<file path="src/rtl/board_io_scan_ctrl_if.sv">
// Front-panel signal bundle between the register/switch side
// and the panel scan controller.
interface board_io_scan_ctrl_if #(
  parameter int N_DIGITS = 2,
  parameter int LED_W    = 8
);
  logic                  pause;
  logic [4*N_DIGITS-1:0] hex_in;
  logic [N_DIGITS-1:0]   dp_in;
  logic [N_DIGITS-1:0]   blank;
  logic [1:0]            led_mode;
  logic [LED_W-1:0]      led;
  logic [7:0]            digit_seg;
  logic [N_DIGITS-1:0]   digit_cath;
  logic [2:0]            rgb_led1;
  logic [2:0]            rgb_led2;

  modport master (
    output pause, hex_in, dp_in, blank, led_mode,
    input  led, digit_seg, digit_cath, rgb_led1, rgb_led2
  );

  modport slave (
    input  pause, hex_in, dp_in, blank, led_mode,
    output led, digit_seg, digit_cath, rgb_led1, rgb_led2
  );
endinterface

</file>
<file path="src/rtl/board_io_scan_ctrl.sv">
// Seven-segment scan, LED bar animation and RGB rotation,
// all paced by clock-enable ticks in the clk_50m domain.
module board_io_scan_ctrl #(
  parameter int N_DIGITS = 2,
  parameter int LED_W    = 8,
  parameter int SCAN_DIV = 2048,
  parameter int LED_DIV  = 4194304,
  parameter int RGB_DIV  = 16777216
) (
  input logic             clk_50m,
  input logic             reset,
  board_io_scan_ctrl_if.slave io
);

  function automatic logic [LED_W-1:0] alt_seed();
    logic [LED_W-1:0] p;
    p = '0;
    for (int i = 0; i < LED_W; i++)
      p[i] = ((LED_W - 1 - i) % 2) == 0;
    return p;
  endfunction

  function automatic logic [7:0] hex_seg(
    input logic [3:0] h
  );
    logic [7:0] s;
    case (h)
      4'h0: s = 8'hFC;
      4'h1: s = 8'h60;
      4'h2: s = 8'hDA;
      4'h3: s = 8'hF2;
      4'h4: s = 8'h66;
      4'h5: s = 8'hB6;
      4'h6: s = 8'hBE;
      4'h7: s = 8'hE0;
      4'h8: s = 8'hFE;
      4'h9: s = 8'hF6;
      4'hA: s = 8'hEE;
      4'hB: s = 8'h3E;
      4'hC: s = 8'h9C;
      4'hD: s = 8'h7A;
      4'hE: s = 8'h9E;
      default: s = 8'h8E;
    endcase
    return s;
  endfunction

  localparam int SW = $clog2(SCAN_DIV);
  localparam int LW = $clog2(LED_DIV);
  localparam int RW = $clog2(RGB_DIV);
  localparam int IW = (N_DIGITS > 1) ? $clog2(N_DIGITS) : 1;

  localparam logic [SW-1:0] SCAN_MAX = SW'(SCAN_DIV - 1);
  localparam logic [LW-1:0] LED_MAX  = LW'(LED_DIV - 1);
  localparam logic [RW-1:0] RGB_MAX  = RW'(RGB_DIV - 1);
  localparam logic [IW-1:0] IDX_MAX  = IW'(N_DIGITS - 1);

  localparam logic [LED_W-1:0] ALT_SEED = alt_seed();
  localparam logic [LED_W-1:0] ONE_SEED =
    {{(LED_W-1){1'b0}}, 1'b1};

  logic [SW-1:0] scan_cnt;
  logic [LW-1:0] led_cnt;
  logic [RW-1:0] rgb_cnt;
  logic          scan_tick;
  logic          led_tick;
  logic          rgb_tick;

  assign scan_tick = !io.pause && (scan_cnt == SCAN_MAX);
  assign led_tick  = !io.pause && (led_cnt == LED_MAX);
  assign rgb_tick  = !io.pause && (rgb_cnt == RGB_MAX);

  always_ff @(posedge clk_50m) begin
    if (reset) begin
      scan_cnt <= '0;
      led_cnt  <= '0;
      rgb_cnt  <= '0;
    end else if (!io.pause) begin
      scan_cnt <= scan_tick ? '0 : scan_cnt + SW'(1);
      led_cnt  <= led_tick  ? '0 : led_cnt  + LW'(1);
      rgb_cnt  <= rgb_tick  ? '0 : rgb_cnt  + RW'(1);
    end
  end

  logic [IW-1:0]       digit_idx;
  logic [IW-1:0]       idx_nxt;
  logic [3:0]          nib;
  logic [7:0]          seg_full;
  logic [7:0]          seg_nxt;
  logic [7:0]          seg_q;
  logic [N_DIGITS-1:0] cath_q;

  // Outputs are registered from the next index so they never lag it.
  always_comb begin
    idx_nxt = digit_idx;
    if (scan_tick)
      idx_nxt = (digit_idx == IDX_MAX) ? '0 : digit_idx + IW'(1);
    nib      = io.hex_in[4*idx_nxt +: 4];
    seg_full = hex_seg(nib);
    seg_nxt  = {seg_full[7:1], io.dp_in[idx_nxt]};
    if (io.blank[idx_nxt])
      seg_nxt = '0;
  end

  always_ff @(posedge clk_50m) begin
    if (reset) begin
      digit_idx <= '0;
      cath_q    <= ~{{(N_DIGITS-1){1'b0}}, 1'b1};
      seg_q     <= '0;
    end else begin
      digit_idx <= idx_nxt;
      cath_q    <= ~(N_DIGITS'(1) << idx_nxt);
      seg_q     <= seg_nxt;
    end
  end

  logic [1:0]       mode_q;
  logic             dir_up;
  logic [LED_W-1:0] led_q;

  always_ff @(posedge clk_50m) begin
    if (reset) begin
      mode_q <= 2'b00;
      dir_up <= 1'b1;
      led_q  <= ALT_SEED;
    end else begin
      mode_q <= io.led_mode;
      if (io.led_mode != mode_q) begin
        unique case (io.led_mode)
          2'b00: led_q <= ALT_SEED;
          2'b01, 2'b10: begin
            led_q  <= ONE_SEED;
            dir_up <= 1'b1;
          end
          default: ;
        endcase
      end else if (led_tick) begin
        unique case (mode_q)
          2'b00: led_q <= ~led_q;
          2'b01: led_q <= {led_q[LED_W-2:0], led_q[LED_W-1]};
          2'b10: begin
            // Direction flips on the end bit within the same step.
            if (dir_up) begin
              if (led_q[LED_W-1]) begin
                led_q  <= led_q >> 1;
                dir_up <= 1'b0;
              end else begin
                led_q <= led_q << 1;
              end
            end else begin
              if (led_q[0]) begin
                led_q  <= led_q << 1;
                dir_up <= 1'b1;
              end else begin
                led_q <= led_q >> 1;
              end
            end
          end
          default: ;
        endcase
      end
    end
  end

  logic [2:0] rgb1_q;
  logic [2:0] rgb2_q;

  always_ff @(posedge clk_50m) begin
    if (reset) begin
      rgb1_q <= 3'b110;
      rgb2_q <= 3'b011;
    end else if (rgb_tick) begin
      rgb1_q <= {rgb1_q[1:0], rgb1_q[2]};
      rgb2_q <= {rgb2_q[1:0], rgb2_q[2]};
    end
  end

  assign io.led        = led_q;
  assign io.digit_seg  = seg_q;
  assign io.digit_cath = cath_q;
  assign io.rgb_led1   = rgb1_q;
  assign io.rgb_led2   = rgb2_q;

endmodule

</file>
<file path="src/flat_wrapper.sv">
// flat-port wrapper written by rule: the top's interface ports become plain ports
module board_io_scan_ctrl_flat 
#(
  parameter int N_DIGITS = 2,
  parameter int LED_W    = 8,
  parameter int SCAN_DIV = 2048,
  parameter int LED_DIV  = 4194304,
  parameter int RGB_DIV  = 16777216
)
  (clk_50m, reset, io_pause, io_hex_in, io_dp_in, io_blank, io_led_mode, io_led, io_digit_seg, io_digit_cath, io_rgb_led1, io_rgb_led2);
  board_io_scan_ctrl_if #(.N_DIGITS(N_DIGITS), .LED_W(LED_W)) io_i ();
  input logic clk_50m;
  input logic reset;
  input wire logic [$bits(io_i.pause)-1:0] io_pause;
  input wire logic [$bits(io_i.hex_in)-1:0] io_hex_in;
  input wire logic [$bits(io_i.dp_in)-1:0] io_dp_in;
  input wire logic [$bits(io_i.blank)-1:0] io_blank;
  input wire logic [$bits(io_i.led_mode)-1:0] io_led_mode;
  output wire logic [$bits(io_i.led)-1:0] io_led;
  output wire logic [$bits(io_i.digit_seg)-1:0] io_digit_seg;
  output wire logic [$bits(io_i.digit_cath)-1:0] io_digit_cath;
  output wire logic [$bits(io_i.rgb_led1)-1:0] io_rgb_led1;
  output wire logic [$bits(io_i.rgb_led2)-1:0] io_rgb_led2;
  assign io_i.pause = io_pause;
  assign io_i.hex_in = io_hex_in;
  assign io_i.dp_in = io_dp_in;
  assign io_i.blank = io_blank;
  assign io_i.led_mode = io_led_mode;
  assign io_led = io_i.led;
  assign io_digit_seg = io_i.digit_seg;
  assign io_digit_cath = io_i.digit_cath;
  assign io_rgb_led1 = io_i.rgb_led1;
  assign io_rgb_led2 = io_i.rgb_led2;
  board_io_scan_ctrl #(.N_DIGITS(N_DIGITS), .LED_W(LED_W), .SCAN_DIV(SCAN_DIV), .LED_DIV(LED_DIV), .RGB_DIV(RGB_DIV)) u_core (.clk_50m(clk_50m), .reset(reset), .io(io_i));
endmodule
</file>
<file path="config.mk">
export PLATFORM = sky130hd
export DESIGN_NAME = board_io_scan_ctrl_flat
export DESIGN_NICKNAME = d
export VERILOG_FILES = /design/src/rtl/board_io_scan_ctrl_if.sv /design/src/rtl/board_io_scan_ctrl.sv /design/src/flat_wrapper.sv
export SDC_FILE = /design/constraint.sdc
export NUM_CORES = 1
export LEC_CHECK = 0
export CAP_MARGIN = 5
export CORE_MARGIN = 2
export CORE_UTILIZATION = 52
export DETAILED_ROUTE_END_ITERATION = 16
export PLACE_DENSITY = 0.78
export SLEW_MARGIN = 20
export SYNTH_ARGS = -nofsm -noshare
export SYNTH_HDL_FRONTEND = slang
export SYNTH_SLANG_ARGS = --single-unit
</file>
<file path="constraint.sdc">
create_clock -name clk_50m -period 3.13 [get_ports clk_50m]
set_input_delay 0.626 -clock clk_50m [delete_from_list [all_inputs] [get_ports clk_50m]]
set_output_delay 0.626 -clock clk_50m [all_outputs]
set_load 0.05 [all_outputs]
</file>
# Word-level counts from Yosys, hierarchy flattened
# Memories as Yosys holds them, arrays and structs flattened. A register that Yosys moved wholly into a read port is not among the register bits.
# Cells that the tools add are included.
[word_totals]
regBits = 85
latch_bits = 0
mem_bits_rw = 0
mem_bits_ro = 112
inputBits = 17
out_inout_bits = 24
word_cells = 67
memories = 1
[op_classes]
n_addsub = 4
mul = 0
div = 0
magnitude_cmp = 1
n_eq_ne = 10
shifts = 2
muxes = 23
bitwise = 2
reduce_logical = 13
[mem_list]
columns = ["name", "depth", "width", "read_ports", "rd_clocked_by_memory_dff", "wr", "line_no", "source"]
rows = [
  ["(no name shown)", 16, 7, 1, 1, 0, "board_io_scan_ctrl.sv:27", "case (h)"],
]
[ops]
columns = ["operator", "n"]
rows = [
  ["two-way mux 8 bit", 5],
  ["adder 24 x 1 -> 24 bit, second input constant", 1],
  ["equality test 24 bit, second input constant", 1],
  ["two-way mux 24 bit", 1],
  ["one-hot mux 8 bit (3 select lines)", 1],
  ["adder 22 x 1 -> 22 bit, second input constant", 1],
  ["equality test 22 bit, second input constant", 1],
  ["two-way mux 22 bit", 1],
  ["one-hot mux 8 bit (2 select lines)", 1],
  ["two-way mux 1 bit", 13],
  ["adder 11 x 1 -> 11 bit, second input constant", 1],
  ["equality test 11 bit, second input constant", 1],
  ["two-way mux 11 bit", 1],
  ["NOT 8 bit", 1],
  ["indexed part select 8 x 4 -> 4 bit", 1],
  ["AND reduction 3 bit", 2],
  ["equality test 2 x 1 -> 1 bit, second input constant", 2],
  ["equality test 2 bit, second input constant", 2],
  ["logical NOT 2 bit", 2],
  ["nonzero test 2 bit", 2],
  ["nonzero test 4 bit", 1],
  ["OR reduction 2 bit", 2],
  ["logical AND 1 bit", 3],
  ["!= test 3 bit, second input constant", 1],
  ["7 further kinds", 7],
]

# Logic depth before layout (Yosys ltp)
# Gate-level depths: netlist (run 1).
[logic_depth]
depth_word = 6
depth_mapped = 13

# Worst setup path before layout (run 1)
# No wires, ideal clock.
[synth_path]
path_type = "input-to-reg"
from = "input io_pause"
to = "register u_core.seg_q[1] (netlist: u_core.io.digit_seg[1])"
setup_time_ns = 0.103
arrival_ns = 2.895
required_time_ns = 3.027
path_slack_ns = 0.132
path_stages = 8
n_path_buf = 1
path_cell_list = "nand4b_4 nor4_4 xnor2_2 buf_2 mux2_1 ha_1 mux2_1 a2111oi_2"
[synth_via]
elab_chain_cells = 6
elab_cells_between_ends = 7
cone_classes = "1 x shift; 3 x mux; 3 x reduce/logical"
[synth_rtl]
columns = ["element", "line_no", "source"]
rows = [
  ["from (decl)", "flat_wrapper.sv:14", "input wire logic [$bits(io_i.pause)-1:0] io_pause;"],
  ["logical NOT 1 bit *", "board_io_scan_ctrl.sv:69", "assign scan_tick = !io.pause && (scan_cnt == SCAN_MAX);"],
  ["logical AND 1 bit *", "board_io_scan_ctrl.sv:69", ""],
  ["two-way mux 1 bit *", "board_io_scan_ctrl.sv:96", "if (scan_tick)"],
  ["branches (longest 3 deep; another with indexed part select 8 x 4 -> 4 bit)", "-", ""],
  ["to (decl)", "board_io_scan_ctrl.sv:90", "logic [7:0] seg_q;"],
]
# Mark *: on every way between the ends. The select of a mux whose other input is x is not followed.
# A chain may end at the register's enable or synchronous reset.

# Final worst setup path (run 1)
[layout_path]
from = "input io_pause"
to = "register u_core.seg_q[2] (netlist: u_core.io.digit_seg[2])"
# Same word-level chain as after synthesis.

==> results of run 1 <==
==> through the flow <==
stage | area (um2) | total power, W | hold slack, ns | setup TNS, ns
2_1_floorplan | 4260 | 0.00132 | 0.472 | 0
3_3_place_gp | 4830 | 0.00141 | 0.485 | 0
3_5_place_dp | 4830 | 0.00141 | 0.498 | -0.164
4_1_cts | 5020 | 0.00214 | 0.523 | 0
5_1_grt | 5020 | 0.00222 | 0.550 | 0
6_report | 5020 | 0.00211 | 0.516 | 0
==> per-layer routing <==
metal	vias to the layer above	part of all wire [%]	wire [um]
met4	0	2.4	208
li1	1796	-	-
met1	1649	46	4030
met5	-	0	0
met3	18	3.7	326
met2	66	48	4180
==> area by class of cell <==
cell class / instances / share of cell area [%]
Clock inverter: 7 / 1.17
Multi-Input combinational cell: 372 / 48.7
Sequential cell: 84 / 33.5
Tap cell: 105 / 2.62
Timing Repair Buffer: 56 / 10.4
Clock buffer: 9 / 2.47
Inverter: 15 / 1.12
==> flip-flops by register name, summed over array words and instances (netlist names) <==
register              cells
u_core.dir_up             1
u_core.io.digit_cath      2
u_core.io.digit_seg       8
u_core.io.led             8
u_core.io.rgb_led1        3
u_core.io.rgb_led2        3
u_core.led_cnt           22
u_core.mode_q             2
u_core.rgb_cnt           24
u_core.scan_cnt          11
==> synthesized netlist by cell type, types with 3 or more instances <==
cell type | instances | area share (%)
nand4_1 | 9 | 1.3
inv_1 | 15 | 1.3
a221oi_1 | 4 | 0.82
clkbuf_1 | 13 | 1.1
dfxtp_1 | 84 | 39
nand3_1 | 21 | 2.5
mux2i_1 | 11 | 2.6
a31oi_1 | 4 | 0.59
nor4_1 | 4 | 0.59
nand2b_1 | 5 | 0.73
nand3b_1 | 3 | 0.53
or2_2 | 3 | 0.44
mux2_2 | 3 | 0.79
ha_1 | 14 | 4.1
buf_2 | 5 | 0.59
nand2_1 | 37 | 3.3
xnor2_1 | 24 | 4.9
nor3_1 | 16 | 1.9
nand4b_1 | 4 | 0.82
xor2_1 | 29 | 6.0
nor2_1 | 79 | 7.0
mux2_1 | 4 | 1.1
o31ai_1 | 3 | 0.53
o21ai_0 | 10 | 1.2
and3_1 | 8 | 1.2
a21oi_1 | 20 | 2.3
nor2b_1 | 8 | 1.2
nor3b_1 | 3 | 0.53
and4_1 | 4 | 0.82
==> worst paths after layout <==
| path | end | slack (ns) |
|---|---|---|
| worst min-delay path | u_core.io.rgb_led1[1] | 0.52 |
| worst min register to register | u_core.io.rgb_led1[1] | 0.52 |
| worst max register to register | u_core.io.digit_seg[2] | 0.48 |
| worst max-delay path | u_core.io.digit_seg[2] | 0.30 |
==> cell families (layout without fill, tap and decap cells) <==
kind of cell	Yosys count	after routing	synth area share [%]
AOI/OAI and AO/OA	63	63	9.74
xor gates and xnor gates	54	54	11.3
DFF	84	84	39.4
muxes	19	19	4.96
adders and majority gates	14	14	4.11
buffers and inverters	34	87	3.23
and+or+nand+nor	222	222	27.2
==> power by group <==
| part | internal, W | switching, W |
|---|---|---|
| combinational | 0.000111 | 0.000164 |
| clock | 0.000300 | 0.000424 |
| sequential | 0.00109 | 0.0000249 |
| total | 0.00150 | 0.000613 |
==> worst max-delay path, cell delays in order <==
cell and delay [ns]:
clkdlybuf4s50_1 0.42, nand4b_4 0.19, nor4_4 0.34, xnor2_2 0.18, mux2_1 0.41, ha_1 0.24, buf_4 0.15, mux2_1 0.29
a221oi_1 0.25
==> flow_summary.html, run 1 <==
<table>
<tr><th>Metric</th><th>Value</th></tr>
<tr><th colspan="2">Synth</th></tr>
<tr><td>Net count after synthesis</td><td>521</td></tr>
<tr><td>Number of warnings reported in the yosys synthesis log</td><td>0</td></tr>
<tr><td>Average footprint of a synthesized cell</td><td>8.70 um2</td></tr>
<tr><td>Sequential cell area fraction in the yosys report</td><td>39.4%</td></tr>
<tr><td>Count of unique library cells instantiated by Yosys</td><td>63</td></tr>
<tr><td>Async set-or-reset flop fraction in the synthesized netlist</td><td>0%</td></tr>
<tr><td>Leading register cell type out of synthesis</td><td>dfxtp_1</td></tr>
<tr><td>Post-synth EDFFs</td><td>0</td></tr>
<tr><td>FF+latch count, synth</td><td>84</td></tr>
<tr><td>Post-Syn Area</td><td>0.00426 mm2</td></tr>
<tr><td>Post-Synthesis Cells</td><td>490</td></tr>
<tr><th colspan="2">Timing</th></tr>
<tr><td>Setup violators final</td><td>0</td></tr>
<tr><td>Number of hold-slack violations in the final timing report</td><td>0</td></tr>
<tr><td>Final worst setup slack</td><td>0.300 ns</td></tr>
<tr><td>Setup repair after global routing missed its margin</td><td>false</td></tr>
<tr><td>Worst-margin pin slew</td><td>0.511 ns</td></tr>
<tr><td>Slew Limit Headroom</td><td>65.4%</td></tr>
<tr><td>Number of pins with negative max-slew slack in the final report</td><td>0</td></tr>
<tr><td>Max Clock Skew</td><td>0.0118 ns</td></tr>
<tr><td>Achievable clock frequency</td><td>0.353 GHz</td></tr>
<tr><td>Period utilization</td><td>90.4%</td></tr>
<tr><td>Post-route minimum period</td><td>2.83 ns</td></tr>
<tr><th colspan="2">Clock network</th></tr>
<tr><td>Clock latency at the later pin of the worst-skew pair</td><td>0.36 ns</td></tr>
<tr><td>Deepest clock path buffer count</td><td>2</td></tr>
<tr><td>Post CTS Setup Buffer Count</td><td>0</td></tr>
<tr><td>TritonCTS Buffers</td><td>9</td></tr>
<tr><td>Maximum level of the CTS H-tree</td><td>3</td></tr>
<tr><td>Clock transition time at the flip-flop clock pins of the worst setup and hold paths</td><td>0.09 ns</td></tr>
<tr><td>Clock tree from TritonCTS</td><td>built</td></tr>
<tr><td>Post_cts resized</td><td>0</td></tr>
<tr><td>Number of buffers added to fix hold violations after cts</td><td>0</td></tr>
<tr><td>CTS root buffer</td><td>clkbuf_8</td></tr>
<tr><td>TritonCTS sink count</td><td>84</td></tr>
<tr><th colspan="2">Floorplanning</th></tr>
<tr><td>Placeable Area</td><td>0.00809 mm2</td></tr>
<tr><td>I/O pins</td><td>41</td></tr>
<tr><td>Initial standard-cell utilization of the core</td><td>52.7%</td></tr>
<tr><td>Height of the die</td><td>94.5 um</td></tr>
<tr><td>Area enclosed by the die boundary</td><td>0.00894 mm2</td></tr>
<tr><td>Site Rows</td><td>33</td></tr>
<tr><td>Die span in x</td><td>94.5 um</td></tr>
<tr><th colspan="2">Layout</th></tr>
<tr><td>Final standard cell utilization of the core</td><td>62.0%</td></tr>
<tr><td>Post-route insts no fill</td><td>648</td></tr>
<tr><td>Area overhead of the layout relative to synthesis</td><td>17.7%</td></tr>
<tr><td>Share of cells above drive strength 1</td><td>9.21%</td></tr>
<tr><td>Most common cell after layout, fill and taps aside</td><td>dfxtp_1</td></tr>
<tr><td>Count of inserted antenna diode cells</td><td>0</td></tr>
<tr><td>Nets</td><td>569</td></tr>
<tr><td>Area used by multi-input combinational logic</td><td>0.00244 mm2</td></tr>
<tr><td>Commonest cells after routing, fill and taps aside</td><td>dfxtp_1 (84), nor2_1 (79), clkdlybuf4s50_1 (40), nand2_1 (37), xor2_1 (29)</td></tr>
<tr><td>Area of all sequential standard cells</td><td>0.00168 mm2</td></tr>
<tr><td>Filler cell count</td><td>709</td></tr>
<tr><th colspan="2">Place</th></tr>
<tr><td>Worst slack after detailed placement</td><td>-0.0927 ns</td></tr>
<tr><td>Number of buffers inserted by port buffering</td><td>40</td></tr>
<tr><td>HPWL after detailed placement</td><td>6250 um</td></tr>
<tr><td>Placed cell count</td><td>632</td></tr>
<tr><td>Routability-driven placement congestion ratio</td><td>0.864</td></tr>
<tr><th colspan="2">Critical path</th></tr>
<tr><td>R2r worst-path depth</td><td>9</td></tr>
<tr><td>Largest fanout of any net on the critical path</td><td>4</td></tr>
<tr><td>Start of the worst register-to-register path</td><td>u_core.scan_cnt[0]</td></tr>
<tr><td>Type of destination of the critical path</td><td>flop</td></tr>
<tr><td>Critical Path Start Type</td><td>primary input</td></tr>
<tr><td>Worst setup path startpoint</td><td>io_pause</td></tr>
<tr><td>Arrival time of the worst setup path</td><td>3.09 ns</td></tr>
<tr><td>Data required time at the worst endpoint</td><td>3.39 ns</td></tr>
<tr><td>Critical path type</td><td>in2reg</td></tr>
<tr><th colspan="2">Global routing</th></tr>
<tr><td>Global-route usage over all layers</td><td>21.4%</td></tr>
<tr><td>Total congestion overflow after global routing</td><td>0</td></tr>
<tr><td>Most used routing layer in global routing</td><td>met2</td></tr>
<tr><td>Vias in the first global route</td><td>3412</td></tr>
<tr><td>Global-route track usage on met3</td><td>4.07%</td></tr>
<tr><td>Initial antenna violation count</td><td>0</td></tr>
<tr><td>Global routing met1 resource utilization</td><td>27.1%</td></tr>
<tr><td>First-pass GRT wire length</td><td>15300 um</td></tr>
<tr><td>Maximum number of pins on one net before global-route repair</td><td>24</td></tr>
<tr><td>Met2 global-route usage</td><td>35.4%</td></tr>
<tr><th colspan="2">Pwr</th></tr>
<tr><td>Leakage Power</td><td>1.91 nW</td></tr>
<tr><td>Pwr dens</td><td>422 mW/mm2</td></tr>
<tr><td>Peak ir drop on the vdd network</td><td>0.267 mV</td></tr>
<tr><th colspan="2">Route</th></tr>
<tr><td>Routed wire length per instance</td><td>13.5 um</td></tr>
<tr><td>Via/cell ratio</td><td>5.45</td></tr>
<tr><td>Router iterations before antenna repair</td><td>4</td></tr>
<tr><td>Number of design rule violations left after detail routing</td><td>0</td></tr>
<tr><td>Final routed wirelength across all metal layers</td><td>8740 um</td></tr>
<tr><td>Count of vias placed by the detailed router</td><td>3529</td></tr>
<tr><td>Iteration-0 DRC Markers</td><td>205</td></tr>
<tr><td>Number of routed nets with antenna violations</td><td>0</td></tr>
<tr><th colspan="2">Worst hold path</th></tr>
<tr><td>Number of cells on the worst hold path</td><td>2</td></tr>
<tr><td>Worst min path class</td><td>reg2reg</td></tr>
<tr><td>Worst min-delay path startpoint</td><td>u_core.io.rgb_led1[0]</td></tr>
<tr><th colspan="2">Status</th></tr>
<tr><td>Status</td><td>finished clean</td></tr>
<tr><th colspan="2">Flow run</th></tr>
<tr><td>Number of max-cap violations</td><td>0</td></tr>
</table>
No activity file was read; power rests on OpenSTA's default activity.
==> run 2: changes to the inputs <==
--- a/config.mk
+++ b/config.mk
@@ -10,6 +10,7 @@
 export CORE_UTILIZATION = 52
 export DETAILED_ROUTE_END_ITERATION = 16
 export PLACE_DENSITY = 0.78
+export REMOVE_ABC_BUFFERS = 1
 export SLEW_MARGIN = 20
 export SYNTH_ARGS = -nofsm -noshare
 export SYNTH_HDL_FRONTEND = slang
==> run 2 against run 1 <==
Net effect: clock power is 14% higher; fmax is 0.26% higher; total power grew 5.0%; critical path type unchanged; worst hold slack lost 0.00094 ns; combinational power hardly changed; largest power group unchanged; wire length about the same; highest routed layer unchanged; die area unchanged; clock skew fell by 0.0022 ns.
==> flow_summary.html, run 2 (synthesized netlist as in run 1, its figures left out) <==
<table>
<tr><th>Metric</th><th>Value</th></tr>
<tr><th colspan="2">Status</th></tr>
<tr><td>Status</td><td>finished clean</td></tr>
<tr><th colspan="2">Layout</th></tr>
<tr><td>Registers with the most flip-flops</td><td>u_core.rgb_cnt: 24 flops, u_core.led_cnt: 22 flops, u_core.scan_cnt: 11 flops</td></tr>
<tr><td>Most common cell after layout, fill and taps aside</td><td>dfxtp_1</td></tr>
<tr><td>Design area</td><td>0.00505 mm2</td></tr>
<tr><td>Commonest cells after routing, fill and taps aside</td><td>dfxtp_1 (84), nor2_1 (79), clkdlybuf4s50_1 (40), nand2_1 (37), xor2_1 (29)</td></tr>
<tr><td>Area overhead of the layout relative to synthesis</td><td>18.6%</td></tr>
<tr><td>Register with the most flip-flops</td><td>u_core.rgb_cnt</td></tr>
<tr><td>Share of cells above drive strength 1</td><td>9.01%</td></tr>
<tr><td>Count of inserted antenna diode cells</td><td>0</td></tr>
<tr><td>Filler cell count</td><td>706</td></tr>
<tr><td>Nets</td><td>571</td></tr>
<tr><td>Post-route insts no fill</td><td>649</td></tr>
<tr><td>Number of flip-flops in the largest register</td><td>24</td></tr>
<tr><th colspan="2">Route</th></tr>
<tr><td>Count of vias placed by the detailed router</td><td>3588</td></tr>
<tr><td>Final routed wirelength across all metal layers</td><td>8730 um</td></tr>
<tr><td>Routed wire length per instance</td><td>13.5 um</td></tr>
<tr><td>Number of routed nets with antenna violations</td><td>0</td></tr>
<tr><td>Iteration-0 DRC Markers</td><td>128</td></tr>
<tr><td>Via/cell ratio</td><td>5.53</td></tr>
<tr><td>Router iterations before antenna repair</td><td>4</td></tr>
<tr><td>Number of design rule violations left after detail routing</td><td>0</td></tr>
<tr><th colspan="2">Floorplanning</th></tr>
<tr><td>Die span in x</td><td>94.5 um</td></tr>
<tr><td>Placeable Area</td><td>0.00809 mm2</td></tr>
<tr><td>Site Rows</td><td>33</td></tr>
<tr><td>Initial standard-cell utilization of the core</td><td>52.7%</td></tr>
<tr><td>Area enclosed by the die boundary</td><td>0.00894 mm2</td></tr>
<tr><td>Height of the die</td><td>94.5 um</td></tr>
<tr><td>I/O pins</td><td>41</td></tr>
<tr><th colspan="2">Clock network</th></tr>
<tr><td>TritonCTS Buffers</td><td>9</td></tr>
<tr><td>Number of buffers added to fix hold violations after cts</td><td>0</td></tr>
<tr><td>Clock latency at the later pin of the worst-skew pair</td><td>0.35 ns</td></tr>
<tr><td>Post CTS Setup Buffer Count</td><td>0</td></tr>
<tr><td>Maximum level of the CTS H-tree</td><td>3</td></tr>
<tr><td>Clock transition time at the flip-flop clock pins of the worst setup and hold paths</td><td>0.08 ns</td></tr>
<tr><td>Clock tree from TritonCTS</td><td>built</td></tr>
<tr><td>CTS root buffer</td><td>clkbuf_8</td></tr>
<tr><td>TritonCTS sink count</td><td>84</td></tr>
<tr><td>Post_cts resized</td><td>0</td></tr>
<tr><td>Deepest clock path buffer count</td><td>2</td></tr>
<tr><th colspan="2">Timing</th></tr>
<tr><td>Period utilization</td><td>90.2%</td></tr>
<tr><td>Max Clock Skew</td><td>0.00956 ns</td></tr>
<tr><td>Slew Limit Headroom</td><td>62.8%</td></tr>
<tr><td>Achievable clock frequency</td><td>0.354 GHz</td></tr>
<tr><td>Setup violators final</td><td>0</td></tr>
<tr><td>Post-route minimum period</td><td>2.82 ns</td></tr>
<tr><td>Setup total negative slack</td><td>0 ns</td></tr>
<tr><td>Number of hold-slack violations in the final timing report</td><td>0</td></tr>
<tr><td>Setup repair after global routing missed its margin</td><td>false</td></tr>
<tr><td>Final worst setup slack</td><td>0.308 ns</td></tr>
<tr><td>Worst-margin pin slew</td><td>0.557 ns</td></tr>
<tr><td>Number of pins with negative max-slew slack in the final report</td><td>0</td></tr>
<tr><th colspan="2">Place</th></tr>
<tr><td>Routability-driven placement congestion ratio</td><td>0.879</td></tr>
<tr><td>HPWL after detailed placement</td><td>6300 um</td></tr>
<tr><td>Placed cell count</td><td>634</td></tr>
<tr><td>Worst slack after detailed placement</td><td>-0.0677 ns</td></tr>
<tr><td>Number of buffers inserted by port buffering</td><td>40</td></tr>
<tr><td>Placement Cell Area</td><td>0.00485 mm2</td></tr>
<tr><th colspan="2">Flow run</th></tr>
<tr><td>Number of max-cap violations</td><td>0</td></tr>
<tr><th colspan="2">Pwr</th></tr>
<tr><td>Power consumption</td><td>0.00222 W</td></tr>
<tr><td>Pwr dens</td><td>439 mW/mm2</td></tr>
<tr><td>Leakage Power</td><td>1.92 nW</td></tr>
<tr><td>Peak ir drop on the vdd network</td><td>0.429 mV</td></tr>
<tr><th colspan="2">Critical path</th></tr>
<tr><td>Critical Path Start Type</td><td>primary input</td></tr>
<tr><td>Cell-by-cell listing of the critical path</td><td>clkdlybuf4s50_1 &gt; nand4b_4 &gt; nor4_4 &gt; xnor2_2 &gt; mux2_1 &gt; ha_1 &gt; mux2_1 &gt; a2111oi_2</td></tr>
<tr><td>Worst path most repeated cell</td><td>mux2_1</td></tr>
<tr><td>Largest fanout of any net on the critical path</td><td>4</td></tr>
<tr><td>Data required time at the worst endpoint</td><td>3.38 ns</td></tr>
<tr><td>Arrival time of the worst setup path</td><td>3.07 ns</td></tr>
<tr><td>Largest stage delay on the critical path</td><td>0.42 ns</td></tr>
<tr><td>Cell family with most CP delay</td><td>multiplexers</td></tr>
<tr><td>Type of destination of the critical path</td><td>flop</td></tr>
<tr><td>Critical path type</td><td>in2reg</td></tr>
<tr><td>Count of buffer and inverter cells on the critical path</td><td>1</td></tr>
<tr><td>Start of the worst register-to-register path</td><td>u_core.scan_cnt[0]</td></tr>
<tr><td>Worst setup path startpoint</td><td>io_pause</td></tr>
<tr><td>Worst-path cell with the longest stage delay</td><td>clkdlybuf4s50_1</td></tr>
<tr><th colspan="2">Global routing</th></tr>
<tr><td>Global-route usage over all layers</td><td>20.9%</td></tr>
<tr><td>Vias in the first global route</td><td>3507</td></tr>
<tr><td>Initial antenna violation count</td><td>0</td></tr>
<tr><td>Total congestion overflow after global routing</td><td>0</td></tr>
<tr><td>Maximum number of pins on one net before global-route repair</td><td>23</td></tr>
<tr><td>First-pass GRT wire length</td><td>15200 um</td></tr>
<tr><th colspan="2">Worst hold path</th></tr>
<tr><td>Worst min-delay path startpoint</td><td>u_core.io.rgb_led1[0]</td></tr>
<tr><td>Worst min path class</td><td>reg2reg</td></tr>
</table>
-- run 2: final cells by class --
cell class                      instances  area (um2)  share of cell area, %
Clock buffer                           11         131                   2.60
Clock inverter                          4        75.1                   1.49
Inverter                               15        56.3                   1.11
Multi-Input combinational cell        372        2440                   48.3
Sequential cell                        84        1680                   33.3
Tap cell                              105         131                   2.60
Timing Repair Buffer                   58         536                   10.6
-- run 2: metrics by stage --
| stage | hold WS [ns] | utilization [%] |
|---|---|---|
| floorplan | 0.471 | - |
| global placement | 0.479 | 59.9 |
| detailed placement | 0.495 | 59.9 |
| CTS | 0.518 | 62.5 |
| global route | 0.545 | 62.5 |
| finish | 0.515 | 62.5 |
-- run 2: routing by layer --
metal | track usage, % | vias to the layer above | routed length [um]
met4 | 7.13 | 0 | 121
met5 | 0 | - | 0
met3 | 3.83 | 14 | 313
met2 | 37.3 | 77 | 4460
li1 | - | 1793 | -
met1 | 25.1 | 1704 | 3840
-- run 2: power breakdown --
group          internal, W  switching, W  leakage [nW]
sequential         0.00109     0.0000255         0.681
combinational     0.000112      0.000165          1.14
clock             0.000446      0.000381        0.0956
total              0.00165      0.000572          1.92
-- run 2: final timing paths --
kind	endpoint	slack, ns	cells past startpoint
max reg2reg	u_core.io.digit_seg[1]	0.50	8
min reg2reg	u_core.io.rgb_led1[1]	0.51	2
max	u_core.io.digit_seg[1]	0.31	8
min	u_core.io.rgb_led1[1]	0.51	2
-- run 2: worst min-delay path, cell delays in order, from the launching register on --
cell	delay [ns]
dfxtp_1	0.35
mux2i_1	0.08
nand2_1	0.06
==> run 3: changes to the inputs <==
--- a/config.mk
+++ b/config.mk
@@ -6,8 +6,10 @@
 export NUM_CORES = 1
 export LEC_CHECK = 0
 export CAP_MARGIN = 5
+export CELL_PAD_IN_SITES_DETAIL_PLACEMENT = 2
+export CELL_PAD_IN_SITES_GLOBAL_PLACEMENT = 2
 export CORE_MARGIN = 2
-export CORE_UTILIZATION = 52
+export CORE_UTILIZATION = 32
 export DETAILED_ROUTE_END_ITERATION = 16
 export PLACE_DENSITY = 0.78
 export REMOVE_ABC_BUFFERS = 1
==> run 3 against run 2 <==
Net effect: sequential power barely moved; sequential cell count did not move; wire length rose by 33%.
==> flow_summary.html, run 3 (synthesized netlist as in run 1, its figures left out) <==
<table>
<tr><th>Metric</th><th>Value</th></tr>
<tr><th colspan="2">Clock network</th></tr>
<tr><td>Post_cts resized</td><td>0</td></tr>
<tr><td>Clock transition time at the flip-flop clock pins of the worst setup and hold paths</td><td>0.06 ns</td></tr>
<tr><td>Maximum level of the CTS H-tree</td><td>3</td></tr>
<tr><td>Clock latency at the later pin of the worst-skew pair</td><td>0.34 ns</td></tr>
<tr><td>Post CTS Setup Buffer Count</td><td>0</td></tr>
<tr><td>Deepest clock path buffer count</td><td>2</td></tr>
<tr><td>CTS root buffer</td><td>clkbuf_16</td></tr>
<tr><td>Number of buffers added to fix hold violations after cts</td><td>0</td></tr>
<tr><td>TritonCTS Buffers</td><td>9</td></tr>
<tr><td>Clock tree from TritonCTS</td><td>built</td></tr>
<tr><td>TritonCTS sink count</td><td>84</td></tr>
<tr><th colspan="2">Place</th></tr>
<tr><td>Placed cell count</td><td>709</td></tr>
<tr><td>Routability-driven placement congestion ratio</td><td>0.781</td></tr>
<tr><td>Number of buffers inserted by port buffering</td><td>40</td></tr>
<tr><td>Worst slack after detailed placement</td><td>-0.306 ns</td></tr>
<tr><td>HPWL after detailed placement</td><td>8480 um</td></tr>
<tr><th colspan="2">Global routing</th></tr>
<tr><td>Vias in the first global route</td><td>4158</td></tr>
<tr><td>Maximum number of pins on one net before global-route repair</td><td>24</td></tr>
<tr><td>Global-route usage over all layers</td><td>17.5%</td></tr>
<tr><td>Initial antenna violation count</td><td>0</td></tr>
<tr><td>First-pass GRT wire length</td><td>20100 um</td></tr>
<tr><td>Total congestion overflow after global routing</td><td>0</td></tr>
<tr><th colspan="2">Route</th></tr>
<tr><td>M1 WL</td><td>5000 um</td></tr>
<tr><td>Via/cell ratio</td><td>5.13</td></tr>
<tr><td>Top routing layer in use</td><td>met4</td></tr>
<tr><td>Wire length on met2</td><td>6270 um</td></tr>
<tr><td>Routed wire length per instance</td><td>16.0 um</td></tr>
<tr><td>Count of vias placed by the detailed router</td><td>3722</td></tr>
<tr><td>Detailed-routed wire length on met3</td><td>184 um</td></tr>
<tr><td>Router iterations before antenna repair</td><td>4</td></tr>
<tr><td>Number of design rule violations left after detail routing</td><td>0</td></tr>
<tr><td>Final routed wirelength across all metal layers</td><td>11600 um</td></tr>
<tr><td>Number of routed nets with antenna violations</td><td>0</td></tr>
<tr><td>Iteration-0 DRC Markers</td><td>109</td></tr>
<tr><th colspan="2">Layout</th></tr>
<tr><td>Post-route insts no fill</td><td>725</td></tr>
<tr><td>Share of cells above drive strength 1</td><td>10.4%</td></tr>
<tr><td>Final standard cell utilization of the core</td><td>40.3%</td></tr>
<tr><td>Number of flip-flops in the largest register</td><td>24</td></tr>
<tr><td>Register with the most flip-flops</td><td>u_core.rgb_cnt</td></tr>
<tr><td>Count of inserted antenna diode cells</td><td>0</td></tr>
<tr><td>Registers with the most flip-flops</td><td>u_core.rgb_cnt: 24 flops, u_core.led_cnt: 22 flops, u_core.scan_cnt: 11 flops</td></tr>
<tr><td>Commonest cells after routing, fill and taps aside</td><td>dfxtp_1 (84), nor2_1 (79), clkdlybuf4s50_1 (40), nand2_1 (37), xor2_1 (29)</td></tr>
<tr><td>Nets</td><td>575</td></tr>
<tr><td>Area overhead of the layout relative to synthesis</td><td>24.1%</td></tr>
<tr><td>Most common cell after layout, fill and taps aside</td><td>dfxtp_1</td></tr>
<tr><td>Filler cell count</td><td>1534</td></tr>
<tr><th colspan="2">Floorplanning</th></tr>
<tr><td>Placeable Area</td><td>0.0131 mm2</td></tr>
<tr><td>Height of the die</td><td>119 um</td></tr>
<tr><td>Site Rows</td><td>42</td></tr>
<tr><td>Initial standard-cell utilization of the core</td><td>32.4%</td></tr>
<tr><td>Die span in x</td><td>119 um</td></tr>
<tr><td>I/O pins</td><td>41</td></tr>
<tr><td>Area enclosed by the die boundary</td><td>0.0143 mm2</td></tr>
<tr><th colspan="2">Timing</th></tr>
<tr><td>Final worst setup slack</td><td>0.207 ns</td></tr>
<tr><td>Max Clock Skew</td><td>0.00722 ns</td></tr>
<tr><td>Achievable clock frequency</td><td>0.342 GHz</td></tr>
<tr><td>Setup total negative slack</td><td>0 ns</td></tr>
<tr><td>Setup repair after global routing missed its margin</td><td>false</td></tr>
<tr><td>Number of hold-slack violations in the final timing report</td><td>0</td></tr>
<tr><td>Slew Limit Headroom</td><td>65.3%</td></tr>
<tr><td>Worst Hold Margin</td><td>0.504 ns</td></tr>
<tr><td>Period utilization</td><td>93.4%</td></tr>
<tr><td>Post-route minimum period</td><td>2.92 ns</td></tr>
<tr><td>Setup violators final</td><td>0</td></tr>
<tr><td>Worst-margin pin slew</td><td>0.519 ns</td></tr>
<tr><td>Number of pins with negative max-slew slack in the final report</td><td>0</td></tr>
<tr><th colspan="2">Critical path</th></tr>
<tr><td>Largest stage delay on the critical path</td><td>0.46 ns</td></tr>
<tr><td>Type of destination of the critical path</td><td>flop</td></tr>
<tr><td>Critical path type</td><td>in2reg</td></tr>
<tr><td>Arrival time of the worst setup path</td><td>3.16 ns</td></tr>
<tr><td>Worst-path cell with the longest stage delay</td><td>clkdlybuf4s50_1</td></tr>
<tr><td>Critical Path Start Type</td><td>primary input</td></tr>
<tr><td>Cell-by-cell listing of the critical path</td><td>clkdlybuf4s50_1 &gt; nand4b_4 &gt; nor4_4 &gt; xnor2_2 &gt; mux2_2 &gt; ha_1 &gt; buf_4 &gt; mux2_1 &gt; a221oi_1</td></tr>
<tr><td>Cell family with most CP delay</td><td>multiplexers</td></tr>
<tr><td>Data required time at the worst endpoint</td><td>3.37 ns</td></tr>
<tr><td>Count of buffer and inverter cells on the critical path</td><td>2</td></tr>
<tr><td>Largest fanout of any net on the critical path</td><td>4</td></tr>
<tr><th colspan="2">Flow run</th></tr>
<tr><td>Number of max-cap violations</td><td>0</td></tr>
<tr><th colspan="2">Status</th></tr>
<tr><td>Status</td><td>finished clean</td></tr>
<tr><th colspan="2">Pwr</th></tr>
<tr><td>Peak ir drop on the vdd network</td><td>0.239 mV</td></tr>
<tr><td>Pwr dens</td><td>475 mW/mm2</td></tr>
<tr><td>Leakage Power</td><td>1.99 nW</td></tr>
<tr><th colspan="2">Worst hold path</th></tr>
<tr><td>Worst min path class</td><td>reg2reg</td></tr>
</table>
-- run 3: worst paths after layout --
| kind | slack [ns] | from | cells past startpoint | end |
|---|---|---|---|---|
| min reg2reg | 0.50 | u_core.io.rgb_led1[2] | 2 | u_core.io.rgb_led1[2] |
| min | 0.50 | u_core.io.rgb_led1[2] | 2 | u_core.io.rgb_led1[2] |
| max reg2reg | 0.33 | u_core.scan_cnt[0] | 9 | u_core.io.digit_seg[2] |
| max | 0.21 | io_pause | 9 | u_core.io.digit_seg[2] |
-- run 3: cell type report --
| cell class | count | area (um2) | area share (%) |
|---|---|---|---|
| Inverter | 15 | 56.3 | 1.06 |
| Clock inverter | 6 | 70.1 | 1.32 |
| Timing Repair Buffer | 62 | 578 | 10.9 |
| Multi-Input combinational cell | 372 | 2440 | 46.2 |
| Tap cell | 176 | 220 | 4.16 |
| Sequential cell | 84 | 1680 | 31.8 |
| Clock buffer | 10 | 239 | 4.52 |
-- run 3: stage by stage --
step	total power, W	instance area (um2)
6_report	0.00251	5290
5_1_grt	0.00263	5290
4_1_cts	0.00255	5290
3_5_place_dp	0.00143	4980
3_3_place_gp	0.00142	4980
2_1_floorplan	0.00130	4180
-- run 3: layer usage --
layer,GRT usage [%],up-vias
met2,32.7,36
met1,20.3,1865
li1,-,1810
met3,2.49,11
met5,0,-
met4,5.96,0
-- run 3: where the power goes --
part	internal (W)	total, W	switching, W
clock network	0.000646	0.00111	0.000461
logic	0.000114	0.000288	0.000174
registers	0.00109	0.00112	0.0000269
total	0.00185	0.00251	0.000662
-- run 3: worst register-to-register path: cells and delay by family, from the launching register on --
kind                       cells  cell delay (ns)
muxes                          2             0.73
and+or+nand+nor                1             0.39
DFF                            1             0.40
xor gates and xnor gates       1             0.21
buffers and inverters          2             0.27
AOI/OAI and AO/OA              1             0.25
adders and majority gates      2             0.45
==> patch 1 (settings of run 1) <==
`LED_DIV` is set to 4194304 in 2 places; all go to 2097152.
--- a/src/rtl/board_io_scan_ctrl.sv
+++ b/src/rtl/board_io_scan_ctrl.sv
@@ -4,7 +4,7 @@
   parameter int N_DIGITS = 2,
   parameter int LED_W    = 8,
   parameter int SCAN_DIV = 2048,
-  parameter int LED_DIV  = 4194304,
+  parameter int LED_DIV  = 2097152,
   parameter int RGB_DIV  = 16777216
 ) (
   input logic             clk_50m,
--- a/src/flat_wrapper.sv
+++ b/src/flat_wrapper.sv
@@ -4,7 +4,7 @@
   parameter int N_DIGITS = 2,
   parameter int LED_W    = 8,
   parameter int SCAN_DIV = 2048,
-  parameter int LED_DIV  = 4194304,
+  parameter int LED_DIV  = 2097152,
   parameter int RGB_DIV  = 16777216
 )
   (clk_50m, reset, io_pause, io_hex_in, io_dp_in, io_blank, io_led_mode, io_led, io_digit_seg, io_digit_cath, io_rgb_led1, io_rgb_led2);
Behaviour: same outputs for any inputs over 10 cycles, from zero or initial values and one cycle with reset high; that may be too few to reach the edited logic, so the function may still have changed.
==> patch 1 against run 1 <==
  * Design area is 5.7% higher
  * Synthesized area is 8.0% higher
  * Routed wire length is 13% higher
  * Sequential cell count is 1 lower
  * Critical path depth is 1 higher
  * Power is 0.40% higher
  * Worst setup slack better by 0.042 ns
  * Cell count is 4.6% higher
==> patch 1: results <==
[finish]
fin_nets = 596
clk_share_pct = 3.52
nClkBuffers = 10
nNonClkBuffers = 53
fill_cells = 755
nonClkBufAreaFrac_pct = 9.39
drive_above_1_share_pct = 9.82
multi_input_cells = 404
seq_share_pct = 31.3
reg_top3 = u_core.rgb_cnt x24, u_core.led_cnt x21, u_core.scan_cnt x11
multi_input_area_sq_um = 2770
n_all_inverters = 14

[setup_path]
cpPeakStageDelay_ns = 0.45
crit_end = u_core.io.digit_seg[3]
rrSetupSlack_ns = 0.37
worstPathMaxFanout = 5
r2r_cells = 10
critPathTopFamily = simple AND/OR/NAND/NOR gates
startpoint = io_pause

[yosys]
synth_compound_area_share_pct = 12.4
ys_seq_elements = 83
syn-num-nets = 555
synth_commonest_cells = dfxtp_1 (83), nor2_1 (63), nand2_1 (34), xor2_1 (33), nand3_1 (30)
yosysUniqueCellTypes = 70
muxShareOfSynthArea_pct = 4.40
seq_area_frac_synth_pct = 36.1
synthXorXnorAreaFrac_pct = 9.51
synth_area_leaders = dfxtp_1 (36%), xor2_1 (6.3%), nor2_1 (5.1%)

[hold_path]
hold_class = register to register
hold_start = u_core.io.rgb_led1[2]
holdPathEnd = u_core.io.rgb_led1[0]

[grt]
use_met3_pct = 5.08
use_met1_pct = 27.4
grt_pass1_wl_um = 17300
grt_use_total_pct = 21.3
grt_use_met2_pct = 36.3
grt_pass1_vias = 3812

[routing]
wl_met1_um = 4490
wl_per_cell_um = 14.6
drt_first_pass_iters = 4
vias = 3930
drt_iter0_drc = 178
wl_met3_um = 399

[timing]
skew_ns = 0.00953
whs_ns = 0.498
max_slew_margin_pct = 65.1

[place]
dp_hpwl_um = 7090
gp_congestion = 0.882

[clock_tree]
clk_transition_reported_paths_ns = 0.09

[pwr]
p_leak_uw = 0.00210
ir_worst_vdd_uv = 301

[run_status]
status = completed
## patch 1: cell types whose count changed after synthesis, sizes merged, moves of 4 or more
cell,before,now
nand4,10,24
nor2,79,65
and3,8,16
nand3,22,30
xnor2,25,17
a221o,0,5
buf,6,11
o211ai,0,5
and2,1,5
nor2b,8,4
o22ai,1,5
xor2,29,33
## patch 1: metrics by stage
stage / setup WS (ns) / instance area [sq um] / util, % / cells / power, uW
2_1_floorplan: 0.393 / 4600 / - / 524 / 1330
6_report: 0.343 / 5300 / 61.4 / 678 / 2120
4_1_cts: 0.361 / 5300 / 61.4 / 678 / 2140
3_5_place_dp: -0.00359 / 5110 / 59.2 / 662 / 1420
3_3_place_gp: 0.101 / 5110 / 59.2 / 662 / 1410
5_1_grt: 0.108 / 5300 / 61.4 / 678 / 2210
## patch 1: power by group
group	internal, uW	leakage, uW	switching, uW	total (uW)
logic	118	0.00134	176	294
clock network	317	0.0000855	405	722
registers	1080	0.000673	29.4	1110
total	1510	0.00210	611	2120
==> patch 2 (flow settings as in run 1) <==
Made on the original files. Reset style: asynchronous (`reset`), changed in 4 clocked blocks.
--- a/src/rtl/board_io_scan_ctrl.sv
+++ b/src/rtl/board_io_scan_ctrl.sv
@@ -70,7 +70,7 @@
   assign led_tick  = !io.pause && (led_cnt == LED_MAX);
   assign rgb_tick  = !io.pause && (rgb_cnt == RGB_MAX);
 
-  always_ff @(posedge clk_50m) begin
+  always_ff @(posedge clk_50m or posedge reset) begin
     if (reset) begin
       scan_cnt <= '0;
       led_cnt  <= '0;
@@ -102,7 +102,7 @@
       seg_nxt = '0;
   end
 
-  always_ff @(posedge clk_50m) begin
+  always_ff @(posedge clk_50m or posedge reset) begin
     if (reset) begin
       digit_idx <= '0;
       cath_q    <= ~{{(N_DIGITS-1){1'b0}}, 1'b1};
@@ -118,7 +118,7 @@
   logic             dir_up;
   logic [LED_W-1:0] led_q;
 
-  always_ff @(posedge clk_50m) begin
+  always_ff @(posedge clk_50m or posedge reset) begin
     if (reset) begin
       mode_q <= 2'b00;
       dir_up <= 1'b1;
@@ -165,7 +165,7 @@
   logic [2:0] rgb1_q;
   logic [2:0] rgb2_q;
 
-  always_ff @(posedge clk_50m) begin
+  always_ff @(posedge clk_50m or posedge reset) begin
     if (reset) begin
       rgb1_q <= 3'b110;
       rgb2_q <= 3'b011;
Behaviour: differs if reset is asserted again (counterexample within 4 cycles, from zero or initial values and one cycle with reset high); with reset held inactive, the same outputs for 10 cycles.
==> patch 2 against run 1 <==
  * Worst setup slack better by 0.13 ns
  * Sequential cell count is the same
  * Power is 25% higher
  * Via count decreased by 4.8%
  * Sequential power is 23% higher
  * Count of clock-buffer cells in the layout rose by 3
  * Critical endpoint is now u_core.io.digit_seg[7]
  * Clock power rose by 5.1%
  * Critical path type unchanged
  * Synthesized area grew 5.2%
  * Core utilization increased by 1.3 points
  * Routed wire length decreased by 5.1%
  * Design area up 4.7%
==> patch 2: results <==
[yosys]
seq_area_frac_synth_pct = 47.1
yosysUniqueCellTypes = 54
syn-num-nets = 482
yosysWarnings = 0
synthFlopType = dfrtp_1
async_flop_share_pct = 100
synthCells = 452
synth_commonest_cells = dfrtp_1 (74), nor2_1 (44), nand2_1 (42), xnor2_1 (26)
synth_area_leaders = dfrtp_1 (41%), dfstp_2 (5.9%), xnor2_1 (5.1%)

[routing]
wl_per_cell_um = 13.6
wl_um = 8290
drt_iter0_drc = 134
via_per_inst = 5.52

[hold_path]
min_delay_path_depth = 1

[timing]
skew_ns = 0.0114
max_slew_margin_pct = 57.9
fin_crit_ns = 2.70

[setup_path]
reg2reg_from = u_core.scan_cnt[2]
worstPathMaxFanout = 5
rrSetupSlack_ns = 0.60
r2r_end = u_core.io.digit_seg[7]
arrival_ns = 2.98

[place]
io_buffers = 40
dp_cells = 592
dp_hpwl_um = 6010
dpl_cell_area_sq_um = 5060
gp_congestion = 0.845
place_worst_setup_slack_ns = 0.0632

[grt]
grt_pass1_vias = 3293
grt_pass1_wl_um = 14500
grt_use_total_pct = 18.6
grt_max_degree = 50

[finish]
reg_top3 = u_core.rgb_cnt x24, u_core.led_cnt x22, u_core.scan_cnt x11
drive_above_1_share_pct = 11.3
fin_nets = 528
fill_cells = 695
insertedDiodeCount = 0

[clock_tree]
cts-root-buf = clkbuf_8
cts_max_path_buffers = 2
insertion_delay_ns = 0.36
cts_made_buffers = 9

[pwr]
ir_worst_vdd_uv = 286
p_leak_uw = 0.00238
internal-power_uw = 1840

[run_status]
status = completed
==> patch 2: per-stage QoR <==
| step | hold slack, ns | util, % |
|---|---|---|
| after floorplan | 0.438 | - |
| after global placement | 0.455 | 61.0 |
| after detailed placement | 0.460 | 61.0 |
| after CTS | 0.476 | 63.3 |
| after global routing | 0.502 | 63.3 |
| final | 0.472 | 63.3 |
==> patch 2: kinds of logic (layout without fill, tap and decap cells) <==
kind of cell    Yosys count  in the layout  synth area share [%]
simple gates            184            184                  21.4
flops                    84             84                  47.1
compound gates           69             69                  10.1
xor+xnor                 47             47                  9.18
buf+inv                  32             83                  2.98
mux                      23             23                  5.52
fa+ha+maj                13             13                  3.63
==> patch 2: layout make-up <==
class / count / area (sq um) / share of cell area, %
clock inverters: 4 / 50.0 / 0.953
clock buffers: 12 / 145 / 2.76
multi-input cells: 336 / 2240 / 42.7
inverters: 13 / 50.0 / 0.953
repair buffers: 54 / 518 / 9.86
flip-flops and latches: 84 / 2110 / 40.2
well taps: 105 / 131 / 2.50
==> patch 2: worst min path at each step <==
stage	from	endpoint	slack (ns)
after floorplan	u_core.rgb_cnt[22]	u_core.rgb_cnt[22]	0.44
after global placement	u_core.rgb_cnt[22]	u_core.rgb_cnt[22]	0.46
after detailed placement	u_core.rgb_cnt[22]	u_core.rgb_cnt[22]	0.46
after CTS	u_core.rgb_cnt[22]	u_core.rgb_cnt[22]	0.48
after global routing	u_core.rgb_cnt[22]	u_core.rgb_cnt[22]	0.50
final	u_core.rgb_cnt[22]	u_core.rgb_cnt[22]	0.47
==> patch 2: metal layers <==
layer  GRT usage, %  wire (um)  vias to the layer above
met5              0          0                        -
met2           30.3       3950                       72
met1           23.8       3880                     1597
li1               -          -                     1680
met4           5.85        108                        0
met3           5.78        354                       10
==> patch 2: worst max-delay path, stage by stage <==
cell and delay (ns):
clkdlybuf4s50_1 0.41, nand4b_1 0.24, nor4_4 0.24, xnor2_2 0.19
mux2_2 0.42, ha_1 0.25, nor3b_1 0.21, a211oi_1 0.07
a21o_1 0.17, a21oi_1 0.15
==> patch 2: power groups by stage <==
stage	Clock [uW]	Combinational, uW	Sequential (uW)
after floorplan	0	301	1440
after global placement	0	504	1380
after detailed placement	0	515	1390
after CTS	786	518	1370
after global routing	839	570	1390
final	761	510	1370
